--- src/rtl/frag_merge_fifo.sv ---
// frag_merge_fifo: merges rast's dual sample hits into one in-order fragment stream,
// buffered in a FIFO whose registered halt leaves room for rast's in-flight hits.
module frag_merge_fifo #(
    parameter int SIGFIG = 24,
    parameter int AXIS   = 3,
    parameter int COLORS = 3,
    parameter int DEPTH  = 16,
    parameter int SKID   = 2
) (
    input  logic                       clk,
    input  logic                       rst,
    input  logic [SIGFIG*AXIS-1:0]     hit_R18S,
    input  logic                       hit_valid_R18H,
    input  logic [SIGFIG*AXIS-1:0]     hit_R18S_2,
    input  logic                       hit_valid_R18H_2,
    input  logic [SIGFIG*COLORS-1:0]   color_R18U,
    output logic                       halt_RnnnnL,
    output logic [SIGFIG*AXIS-1:0]     frag_S,
    output logic [SIGFIG*COLORS-1:0]   frag_color_U,
    output logic                       frag_valid_H,
    input  logic                       frag_ready_H,
    output logic [$clog2(DEPTH+1)-1:0] count_U,
    output logic                       overflow_H
);
    localparam int PW = $clog2(DEPTH);
    localparam int CW = $clog2(DEPTH+1);
    localparam int LW = SIGFIG*AXIS;
    localparam int KW = SIGFIG*COLORS;

    logic [LW+KW-1:0] mem [DEPTH];
    logic [LW+KW-1:0] head;
    logic [PW-1:0]    wptr, rptr, wptr_b;
    logic [CW:0]      avail;
    logic [CW-1:0]    count_nxt;
    logic             pop, a_wr, b_wr, drop;

    assign frag_valid_H = count_U != '0;
    assign pop          = frag_valid_H & frag_ready_H;
    // a pop in this cycle frees a slot that a same-cycle write may reuse
    assign avail        = (CW+1)'(DEPTH) - {1'b0, count_U} + {{CW{1'b0}}, pop};
    assign a_wr         = hit_valid_R18H & (avail != '0);
    assign b_wr         = hit_valid_R18H_2 & (avail > {{CW{1'b0}}, a_wr});
    assign drop         = (hit_valid_R18H & ~a_wr) | (hit_valid_R18H_2 & ~b_wr);
    assign wptr_b       = wptr + PW'(a_wr);
    assign count_nxt    = count_U + CW'(a_wr) + CW'(b_wr) - CW'(pop);
    assign head         = mem[rptr];
    assign frag_S       = frag_valid_H ? head[LW+KW-1:KW] : '0;
    assign frag_color_U = frag_valid_H ? head[KW-1:0] : '0;

    always_ff @(posedge clk) begin
        if (a_wr) mem[wptr] <= {hit_R18S, color_R18U};
        if (b_wr) mem[wptr_b] <= {hit_R18S_2, color_R18U};
    end

    always_ff @(posedge clk or negedge rst) begin
        if (!rst) begin
            wptr        <= '0;
            rptr        <= '0;
            count_U     <= '0;
            overflow_H  <= 1'b0;
            halt_RnnnnL <= 1'b1;
        end else begin
            wptr        <= wptr + PW'(a_wr) + PW'(b_wr);
            rptr        <= rptr + PW'(pop);
            count_U     <= count_nxt;
            overflow_H  <= overflow_H | drop;
            halt_RnnnnL <= !(((CW+1)'(DEPTH) - {1'b0, count_nxt}) < (CW+1)'(2*(SKID+1)));
        end
    end
endmodule

--- config.mk ---
export PLATFORM = sky130hd
export DESIGN_NAME = frag_merge_fifo
export DESIGN_NICKNAME = d
export VERILOG_FILES = /design/src/rtl/frag_merge_fifo.sv
export SDC_FILE = /design/constraint.sdc
export NUM_CORES = 2
export LEC_CHECK = 0
export CORE_UTILIZATION = 64
export CTS_CLUSTER_DIAMETER = 120
export DETAILED_ROUTE_END_ITERATION = 8
export DONT_BUFFER_PORTS = 1
export PLACE_DENSITY = 0.9
export REMOVE_ABC_BUFFERS = 1
export SETUP_SLACK_MARGIN = 0.5
export SLEW_MARGIN = 20
export SYNTH_ARGS = -nofsm -noshare
export SYNTH_HDL_FRONTEND = slang
export SYNTH_SLANG_ARGS = --single-unit
--- constraint.sdc ---
create_clock -name clk -period 17.64 [get_ports clk]
set_input_delay 3.528 -clock clk [delete_from_list [all_inputs] [get_ports clk]]
set_output_delay 3.528 -clock clk [all_outputs]
set_load 0.02 [all_outputs]
==> results_dict.tcl <==
set metrics [dict create \
    fin_nets 5011 \
    post-place-cells 6710 \
    finalSetupViolCount 0 \
    cp_max_fo 51 \
    crit_arrival_ns 10.67 \
    pwr-share-comb_pct 35.6 \
    hold_path_depth 1 \
    status "finished clean" \
    yosysTopAreaCellShare_pct 66.6 \
    root_buffer "clkbuf_16" \
    holdWs_ns 0.616 \
    dieArea_um2 164000 \
    slowest_delay_ns 0.99 \
    post_cts_buffers 0 \
    pwr-share-clk_pct 24.3 \
    max_cap_violations 0 \
    netlist_area_um2 104000 \
    synth_common_cells "edfxtp_1, mux2_2, mux4_2" \
    drt_iter0_markers 7811 \
    path_cells "nand2_1 > ha_1 > inv_1 > ha_1 > and3_1 > a31oi_2 > nor3_1 > a21boi_1 > ha_1 > ha_1 > nor2_1 > and2_4 > buf_4 > o21bai_4 > buf_4 > buf_4 > buf_4" \
    numPortBuffers 0 \
    leakagePower_nw 36.0 \
    crit_type "primary input to register" \
    crit_slowest_cell "buf_4" \
    clk_path_buf_depth 3 \
    hold_buffers 0 \
    drc_errors 0 \
    grt.total_usage_pct 33.8 \
    initial_core_util_pct 64.5 \
    overflow 0 \
    max_freq_mhz 98.3 \
    ys_seq_area_share_pct 67.0 \
    routed_via_density 7.38 \
    p_sw_mw 6.86 \
    endpoint_kind "register" \
    vdd_drop_max_mv 0.172 \
    drive_above_1_share_pct 45.7 \
    power.density_nw_per_um2 178 \
    fin_cells 7124 \
    yosysTopAreaCell "edfxtp_1" \
    finalMaxSlewViolations 0 \
    asyncSetResetFlopFracSynth_pct 0.647 \
    gp_congestion 0.788 \
    crit_start "frag_ready_H" \
    min_path_type "register to register" \
    ys_ff_latch 2319 \
    worst_r2r_path_depth 20 \
    insertion_delay_ns 0.88 \
    grt_setup_unrepaired "false" \
    antenna_found_initial 15 \
    seqPwrFrac_pct 40.1 \
    rows 147 \
    hold_start "overflow_H" \
    hold_viol 0 \
    cts_resized 0 \
    synth_enable_flop_cells 2304 \
    synthTopCellsByArea "edfxtp_1, mux4_2, mux2_2, mux2_4, clkbuf_1" \
    dr_total_vias 52560 \
    core_um2 161000 \
    rrSetupSlack_ns 8.30 \
    path_clk_slew_ns 0.06 \
    worstSetupStartpointType "primary input" \
    fin_ws_ns 7.46 \
    internal-power_mw 13.2 \
    ys_warn_count 0 \
    drtAntennaViolNets 0 \
    dp_hpwl_um 140000 \
    period_share_pct 57.7 \
    r2r-start "count_U[3]" \
    fin_worst_skew_ns 0.0432 \
    dr.pass1.iters 5 \
    post_drt_wl_per_cell_um 38.6 \
    fin_crit_ns 10.18 \
    required_ns 18.13 \
    grt_max_degree 162 \
    syn_to_final_growth_pct 8.60 \
    syn_avg_cell_area_um2 21.2 \
    wl_um 275000 \
    p_sw_share_pct 34.1 \
    cts_sinks 2319 \
    ys_types 48 \
    relSlewSlack_pct 19.0 \
    grt_pass1_vias 54902 \
    dpl_worst_slack_ns 6.82 \
    numCtsBuffers 220 \
    total_power_mw 20.1 \
    synthCells 4906 \
    fp.dieW_um 405 \
    num_io_pins 373 \
    h-tree-depth 4 \
    yosysMostFrequentCell "edfxtp_1" \
    tightest_slew_ns 1.21 \
    cts_tree "yes" \
    synth-main-ff-cell "edfxtp_1" \
    die_y_um 405 \
    grt_pass1_wl_um 393000 \
]
## kinds of logic after synthesis
kind of cell / Yosys count / share of synthesized area [%]
AOI/OAI and AO/OA: 29 / 0.190
adders and majority gates: 18 / 0.224
DFF: 2319 / 67.0
muxes: 1874 / 29.1
xor gates and xnor gates: 15 / 0.134
and+or+nand+nor: 200 / 1.22
buffers and inverters: 451 / 2.16
## layout by cell type, fill, tap and decap left out, drive strengths merged, types with 2 or more instances in the layout
cell type / count
a21oi: 3
and2: 148
buf: 83
bufinv: 27
clkbuf: 263
clkinv: 104
clkinvlp: 8
dfrtp: 14
diode: 4
edfxtp: 2304
ha: 17
inv: 20
mux2: 1152
mux2i: 2
mux4: 720
nand2: 16
nand2b: 3
nand3: 4
nand3b: 2
nor2: 12
nor2b: 2
nor3: 6
nor4: 3
o21ai: 10
o21bai: 8
o22ai: 2
xnor2: 9
xor2: 6
## metal layers
metal / share of wire, % / track usage [%] / routed length, um / up-vias
li1: - / - / - / 20057
met1: 34 / 43.4 / 92400 / 27518
met2: 49 / 54.5 / 136000 / 4202
met3: 13 / 9.81 / 34700 / 769
met4: 4.2 / 14.0 / 11600 / 14
met5: 0.036 / 0 / 100 / -
## final timing paths
path / end
max reg2reg: mem[1][2]
min: overflow_H
min in group asynchronous: rptr[0]
min reg2reg: overflow_H
max in group asynchronous: halt_RnnnnL
max: mem[1][2]
## flip-flops by register name (all words and copies together), names as in the netlist
name / cells
mem: 2304
wptr: 4
halt_RnnnnL: 1
count_U: 5
overflow_H: 1
rptr: 4
## area by class of cell
cell class,instances,area (um^2)
Clock inverter,147,1690
Fill cell,8705,48100
Multi-Input combinational cell,2136,32400
Inverter,12,45.0
Antenna cell,4,10.0
Sequential cell,2319,69600
Timing Repair Buffer,83,739
Clock buffer,263,5670
Tap cell,2160,2700
## metrics by stage
stage,util (%),setup TNS (ns),cell area [um^2]
after floorplan,-,-1345.28,102000
after global placement,65.5,0,105000
after detailed placement,65.5,0,105000
after CTS,70.1,0,113000
after global routing,70.1,0,113000
final,70.1,0,113000
## critical path: cells and delay by family
family	cells	cell delay [ns]
simple gates	5	1.29
buf+inv	5	3.59
compound gates	3	1.13
fa+ha+maj	4	1.05
## power by group through the flow
stage	Combinational (mW)	Sequential (mW)	Clock [mW]
6_report	7.15	8.06	4.88
2_1_floorplan	6.76	8.84	0
5_1_grt	7.35	8.12	5.09
4_1_cts	7.11	8.05	4.90
3_5_place_dp	6.96	8.10	0
3_3_place_gp	6.81	7.97	0
Note: power is estimated with default switching activity, not from simulation.
